`src/rtl/serial_adder_pkg.sv`:
```
// Shared types and constants for the bit-serial adder.
package serial_adder_pkg;

    localparam int DEFAULT_WIDTH = 16;

    typedef enum logic [1:0] {
        IDLE = 2'd0,
        RUN  = 2'd1,
        DONE = 2'd2
    } state_t;

endpackage

```
`src/rtl/HalfAdder.sv`:
```
// 1-bit half adder: building block of the full-adder cell.
module HalfAdder (
    input  logic a,
    input  logic b,
    output logic sum,
    output logic carry
);

    assign sum   = a ^ b;
    assign carry = a & b;

endmodule

```
`src/rtl/full_adder.sv`:
```
// Combinational 1-bit full adder built from two half adders and an OR gate.
module full_adder (
    input  logic a,
    input  logic b,
    input  logic cin,
    output logic sum,
    output logic cout
);

    logic ha0_sum;
    logic ha0_carry;
    logic ha1_carry;

    HalfAdder u_ha0 (
        .a     (a),
        .b     (b),
        .sum   (ha0_sum),
        .carry (ha0_carry)
    );

    HalfAdder u_ha1 (
        .a     (ha0_sum),
        .b     (cin),
        .sum   (sum),
        .carry (ha1_carry)
    );

    // At most one half adder can carry, so OR is sufficient.
    assign cout = ha0_carry | ha1_carry;

endmodule

```
`src/rtl/serial_adder.sv`:
```
// Bit-serial adder: one full-adder cell and a carry flop add a+b+cin LSB first,
// one bit per clock; sum/cout/ovf are registered when the last bit completes.
//
// Handshake: start is sampled only in IDLE; busy is high for exactly WIDTH
// cycles while bits are processed, then done pulses for one cycle with the
// outputs already valid. start seen while busy or done is dropped, not queued.
module serial_adder
    import serial_adder_pkg::*;
#(
    parameter int WIDTH = DEFAULT_WIDTH
) (
    input  logic             clk,
    input  logic             reset,
    input  logic             start,
    input  logic [WIDTH-1:0] a,
    input  logic [WIDTH-1:0] b,
    input  logic             cin,
    output logic             busy,
    output logic             done,
    output logic [WIDTH-1:0] sum,
    output logic             cout,
    output logic             ovf,
    output state_t           dbg_state
);

    localparam int CW = $clog2(WIDTH);
    localparam logic [CW-1:0] LAST_BIT = CW'(WIDTH - 1);

    state_t state;
    state_t state_next;

    logic [WIDTH-1:0] a_sr;
    logic [WIDTH-1:0] b_sr;
    logic [WIDTH-2:0] res_sr;
    logic             carry;
    logic [CW-1:0]    cnt;

    logic             fa_sum;
    logic             fa_cout;
    logic [WIDTH-1:0] res_full;
    logic             last_bit;

    full_adder u_fa (
        .a    (a_sr[0]),
        .b    (b_sr[0]),
        .cin  (carry),
        .sum  (fa_sum),
        .cout (fa_cout)
    );

    // Result bits arrive LSB first and enter at the top, so after the last
    // bit the current cell output plus the shift register is the full sum.
    assign res_full = {fa_sum, res_sr};
    assign last_bit = (cnt == LAST_BIT);

    always_ff @(posedge clk or posedge reset) begin
        if (reset) begin
            state <= IDLE;
        end else begin
            state <= state_next;
        end
    end

    always_comb begin
        state_next = state;
        case (state)
            IDLE: begin
                if (start) begin
                    state_next = RUN;
                end
            end
            RUN: begin
                if (last_bit) begin
                    state_next = DONE;
                end
            end
            DONE:    state_next = IDLE;
            default: state_next = IDLE;
        endcase
    end

    always_ff @(posedge clk or posedge reset) begin
        if (reset) begin
            a_sr   <= '0;
            b_sr   <= '0;
            res_sr <= '0;
            carry  <= 1'b0;
            cnt    <= '0;
            sum    <= '0;
            cout   <= 1'b0;
            ovf    <= 1'b0;
        end else begin
            case (state)
                IDLE: begin
                    if (start) begin
                        a_sr   <= a;
                        b_sr   <= b;
                        carry  <= cin;
                        res_sr <= '0;
                        cnt    <= '0;
                    end
                end
                RUN: begin
                    a_sr   <= a_sr >> 1;
                    b_sr   <= b_sr >> 1;
                    carry  <= fa_cout;
                    res_sr <= res_full[WIDTH-1:1];
                    if (last_bit) begin
                        cnt  <= '0;
                        sum  <= res_full;
                        cout <= fa_cout;
                        // Operand MSBs are in bit 0 of the shifters on the last bit.
                        ovf  <= (a_sr[0] == b_sr[0]) && (fa_sum != a_sr[0]);
                    end else begin
                        cnt <= cnt + CW'(1);
                    end
                end
                default: begin
                end
            endcase
        end
    end

    assign busy      = (state == RUN);
    assign done      = (state == DONE);
    assign dbg_state = state;

endmodule
```
`config.mk`:
```
export PLATFORM = sky130hd
export DESIGN_NAME = serial_adder
export DESIGN_NICKNAME = d
export VERILOG_FILES = /design/src/rtl/serial_adder_pkg.sv /design/src/rtl/HalfAdder.sv /design/src/rtl/full_adder.sv /design/src/rtl/serial_adder.sv
export SDC_FILE = /design/constraint.sdc
export NUM_CORES = 1
export LEC_CHECK = 0
export CAP_MARGIN = 20
export CELL_PAD_IN_SITES_DETAIL_PLACEMENT = 1
export CELL_PAD_IN_SITES_GLOBAL_PLACEMENT = 1
export CORE_UTILIZATION = 41
export CTS_CLUSTER_SIZE = 24
export DETAILED_ROUTE_END_ITERATION = 6
export GPL_TIMING_DRIVEN = 0
export HOLD_SLACK_MARGIN = 0.02
export PLACE_DENSITY_LB_ADDON = 0.3
export SYNTH_ARGS = -nofsm -noshare
export SYNTH_HDL_FRONTEND = slang
export SYNTH_SLANG_ARGS = --single-unit
```
`constraint.sdc`:
```
create_clock -name clk -period 3 [get_ports clk]
set_input_delay 0.6 -clock clk [delete_from_list [all_inputs] [get_ports clk]]
set_output_delay 0.6 -clock clk [all_outputs]
set_load 0.02 [all_outputs]
```
==> results.md <==
* Status: complete, no violations
* Crit-path cells: nand2b_1, buf_6, inv_6, buf_4, clkdlybuf4s50_1
* Pin count of the biggest net entering global routing at 73
* Drt total wl at 7.035 mm
* Synthesized Nets at 295
* GP Congestion at 0.7672
* Count of final setup violators at 0
* CP Class: reg2out
* Num CTS Buffers at 9
* IO Port Bufs at 57
* Site Rows at 31
* Fillers at 755
* Cells after synthesis at 256
* Gr ovfl total at 0
* # clock sinks at just over 70
* Via count at 2186
* Synthesis-to-finish area growth at 30.01%
* Syn_area_per_cell at between 10 and 15 sq um
* Register area share after synthesis at 0.5762
* Synth area leaders: dfrtp_1 (58%), mux2i_1 (9.6%), o21ai_0 (5.9%)
* Asr flop ratio synth at 1.000
* Clk buf depth at 2
* Final clock skew at slightly below 6 ps
* Net Sw Power at 1.401 mW
* Dpl ws at 607.7 ps
* Vias per cell at 5.119
* Post-synthesis register bit count at 72
* Die area at 7980 sq um
* Synthesis warning total at 0
* Delay-heaviest family, CP: buffers and inverters
* H-tree levels at 3
* Min-delay worst type: reg2reg
* Cts hold-fix bufs at 0
* CTS tree: done
* Setup bufs post-CTS at 0
* Global-route wire length before repair at between 10 and 15 mm
* Clk_lat worst skew at 350 ps
* Bufs and invs on worst path at 4
* Die height at 89.33 um
* Worst VDD drop at 0.3587 mV
* Clock transition at path regs at 80 ps
* Post-route antenna net violation count at 0
* Max_cap viols at 0
* CP startpoint kind: flip-flop
* Initial antenna violation count at 0
* Area leader, netlist: dfrtp_1
* Max stage delay cell, worst path: clkdlybuf4s50_1
* Core area at 7331 sq um
* Combinational share of power at 0.375
* CP Capture Type: output port
* Nets@finish at 363
* Synth unique cells at 33
* Min cycle time layout at 2778 ps
* Setup ws final at 222.5 ps
* Initial drt markers at 82
* Worst EP required at 2400 ps
* Vias in the first global route at 2326
* Clk root buf: clkbuf_8
* Worst Max-Slew Pin Slew at 879.5 ps
* Post-DP Area at 3824 sq um
* Leakage at 1.821 nW
* Layout cells sized above 1 at 0.1402
* # IOs at 58
* DR pass1 iterations at 3
* CTS resizes at 0
* Main synth FF type: dfrtp_1
* Switching share of power at 0.3400
* Final hold vios at 0
* Seq pwr share at 0.397
* Initial core utilization at 0.4265
* RSZ-0062 raised after global routing: no
* Post-detail-place hpwl at 4.586 mm
* Crit Path Max Fanout at 10
* Synth Cell Area at about 3100 sq um
* Clock group share of total power at 0.229
* Most common cell after layout, fill and taps aside: dfrtp_1
* Ant diodes at 0
* GRT Util Overall at 0.2017
* Fin. max-slew vios at 0
* Crit path DAT at 2180 ps
* Power per cell area at roughly 1000 nW/um^2
* Post-route DRC at 0
* Fmax at ~0.36 GHz
* P_int at approximately 2.7 mW
* Die W at slightly below 90 um
* Max incr delay on CP at ~620 ps
* Most frequent cells in the layout: dfrtp_1 (72), clkdlybuf4s50_1 (57), nand2_1 (37), o21ai_0 (37), mux2i_1 (30)
* Wire per inst at about 16 um
* Post-synth EDFFs at 0
* Synth top area share at 0.5762
* Final Cycle Share at 0.9258
* Max_slew headroom at 0.4137
* Final Cell Area at 4065 sq um
power by group through the flow:
stage / Combinational, mW / Sequential [mW] / Clock [mW]
after floorplan: 0.957 / 1.69 / 0
after CTS: 1.57 / 1.64 / 0.958
after global routing: 1.72 / 1.68 / 0.999
final: 1.54 / 1.63 / 0.943
after global placement: 1.49 / 1.63 / 0
after detailed placement: 1.54 / 1.65 / 0
stage by stage:
stage | TNS, ps | instances | hold slack (ps) | util | power (mW)
global route | 0 | 427 | 513.7 | 0.5545 | 4.398
CTS | 0 | 427 | 488.8 | 0.5545 | 4.162
finish | 0 | 427 | 484.9 | 0.5545 | 4.121
floorplan | 0 | 256 | 449.2 | - | 2.650
detailed placement | 0 | 412 | 472.4 | 0.5216 | 3.193
global placement | -46860 | 412 | 460.9 | 0.5212 | 3.121
flip-flops by register name, indices dropped and copies added (netlist names):
name and count:
cnt 4, carry 1, sum 16, b_sr 16
cout 1, dbg_state 2, res_sr 15, a_sr 16
ovf 1
synth_stat cells, types with 2 or more instances:
cell and count:
o31ai_1 3, mux2_2 6, inv_1 5, clkbuf_1 4, o21ai_0 37, buf_2 5
nor3b_1 2, ha_1 2, a22o_1 15, dfrtp_1 72, buf_6 4, mux2_4 9
a21oi_1 4, buf_4 2, mux2i_1 30, nand2_1 37, nor2b_1 3
worst min-delay path, delay by kind of cell, from the launching register on:
family	cells	cell delay, ps
flip-flops	1	350
AO/OA/AOI/OAI	1	60
AND/OR/NAND/NOR	1	50
cell type report:
type	count	area [sq um]	area share
Sequential cell	72	1802	0.4432
Clock inverter	5	103.9	0.02555
Tap cell	99	123.9	0.03047
Multi-Input combinational cell	162	1182	0.2909
Inverter	6	30.03	0.007387
Buffer	16	115.1	0.02832
Clock buffer	10	137.6	0.03386
Timing Repair Buffer	57	570.5	0.1404
layer usage:
layer	GRT usage	up-vias	share of wire
met4	0.07792	0	0.017
li1	-	1036	-
met5	0	-	0
met3	0.05817	10	0.036
met2	0.3178	39	0.49
met1	0.2641	1101	0.46
cell families (layout without fill, tap and decap cells):
kind of cell	count (synthesis)	after routing	synth area share
buf+inv	22	94	0.04561
flops	72	72	0.5762
simple gates	48	48	0.07203
mux	45	45	0.1609
xor+xnor	1	1	0.002802
compound gates	65	65	0.1281
fa+ha+maj	3	3	0.01440
final timing paths:
path                       depth (start not counted)  slack, ps          from        to
setup / recovery                                   5        220  dbg_state[1]      busy
hold / removal                                     2        480       b_sr[3]   b_sr[3]
setup reg to reg                                   5       1220        cnt[0]   sum[14]
hold reg to reg                                    2        480       b_sr[3]   b_sr[3]
max in group asynchronous                          2       1640         reset  a_sr[11]
min in group asynchronous                          2        780         reset   sum[10]
Power figures use the tool's default switching activity.
==> RTL edit, RTL diff (config.mk and constraints unchanged) <==
Add an input register stage for `start`, `a`, `b` and `cin`, without a reset; this delays them by one clock.
--- a/src/rtl/serial_adder.sv
+++ b/src/rtl/serial_adder.sv
@@ -25,6 +25,18 @@
 
     localparam int CW = $clog2(WIDTH);
     localparam logic [CW-1:0] LAST_BIT = CW'(WIDTH - 1);
+
+    logic start_q;
+    logic [WIDTH-1:0] a_q;
+    logic [WIDTH-1:0] b_q;
+    logic cin_q;
+
+    always_ff @(posedge clk) begin
+        start_q <= start;
+        a_q     <= a;
+        b_q     <= b;
+        cin_q   <= cin;
+    end
 
     state_t state;
     state_t state_next;
@@ -65,7 +77,7 @@
         state_next = state;
         case (state)
             IDLE: begin
-                if (start) begin
+                if (start_q) begin
                     state_next = RUN;
                 end
             end
@@ -92,10 +104,10 @@
         end else begin
             case (state)
                 IDLE: begin
-                    if (start) begin
-                        a_sr   <= a;
-                        b_sr   <= b;
-                        carry  <= cin;
+                    if (start_q) begin
+                        a_sr   <= a_q;
+                        b_sr   <= b_q;
+                        carry  <= cin_q;
                         res_sr <= '0;
                         cnt    <= '0;
                     end
Function: changed (a bounded check fails within 4 cycles, from zero or initial values and one cycle with reset high).
==> RTL edit against the unedited design <==
- the run now ends with design-rule violations left
- area after synthesis is 21% higher
- sequential cell count is 34 higher
- clock skew grew 0.0042 ns
- via count increased by 8.6%
- largest power group unchanged
- total power increased by 6.4%
- wire length increased by 1.3%
- setup slack improved by 0.015 ns
- design area rose by 15%
- clock power down 19%
==> RTL edit: results <==
metrics = {
    "synthesis": {
        "synthTopCellsByCount": "dfrtp_1, o21ai_0, nand2_1",
        "synth_xor_area_frac": 0.00232,
        "synth_nets": 329,
        "synth_fa_ha_area_frac": 0.0119,
        "ys_types": 34,
        "async_flop_share": 0.679,
        "synthMuxAreaShare": 0.133,
        "ys_seq_area_frac": 0.656,
        "synth-compound-area-share": 0.105,
        "yosys-top-cells-area": "dfrtp_1, dfxtp_1, mux2i_1, o21ai_0, mux2_4",
    },
    "worst_setup_path": {
        "arrival_ns": 2.16,
        "reg2reg_to": "sum[3]",
        "crit_fanout": 10,
        "r2r_cells": 6,
        "regToRegSetupSlack_ns": 1.21,
    },
    "place": {
        "dpl.hpwl_um": 5000,
        "gp_congestion": 0.720,
        "pre_cts_slack_ns": 0.619,
    },
    "pwr": {
        "p_int_w": 0.00291,
        "peakVddDrop_mv": 0.404,
        "pg_clk_w": 0.000764,
        "pg_seq_w": 0.00212,
        "cellLeakagePower_nw": 2.03,
    },
    "timing": {
        "finalCriticalPeriod_ns": 2.76,
        "relSlewSlack": 0.708,
        "skew_ns": 0.0101,
        "hold_ws_ns": 0.491,
    },
    "cts": {
        "clockBufferDepth": 2,
        "htree_levels": 3,
        "clk_latency_ns": 0.36,
        "clk_pin_slew_ns": 0.10,
    },
    "global_route": {
        "grt_pass1_vias": 2586,
        "antenna_found_initial": 0,
        "globalRouteTotalUtil": 0.167,
        "grt_pass1_wl_um": 12600,
    },
    "hold_path": {
        "hold_start": "b_sr[6]",
        "hold_end": "b_sr[6]",
    },
    "routing": {
        "wire_per_inst_um": 15.1,
        "post-route-drc-count": 4,
        "drt-initial-drc-count": 72,
        "drt_first_pass_iters": 7,
        "vias": 2373,
    },
    "status": {
        "status": "finished with violations",
        "violations": "design-rule violations",
    },
    "finish": {
        "num-fill-cells": 926,
        "final_nets": 398,
        "drive_above_1_share": 0.121,
        "diodes": 0,
    },
}
RTL edit: stage by stage:
stage	total power, W	instances	area (µm²)
2_1_floorplan	0.00312	290	3780
3_3_place_gp	0.00359	455	4490
3_5_place_dp	0.00368	456	4520
4_1_cts	0.00446	472	4680
5_1_grt	0.00469	472	4680
6_report	0.00439	472	4680
RTL edit: cell type report:
class	count	area share
inverters	8	0.00855
multi-input cells	160	0.250
well taps	108	0.0289
plain buffers	16	0.0200
clock buffers	12	0.0289
flip-flops and latches	106	0.530
clock inverters	4	0.00588
repair buffers	58	0.128
RTL edit: metal layers:
metal | GRT usage | share of wire
met3 | 0.0372 | 0.039
met4 | 0.0559 | 0.012
met5 | 0 | 0
met2 | 0.275 | 0.48
met1 | 0.218 | 0.47
RTL edit: critical path, cell delays in order (launching register included):
cell	delay (ns)
dfrtp_1	0.48
nand2b_1	0.18
buf_4	0.16
inv_6	0.11
buf_2	0.23
clkdlybuf4s50_1	0.64
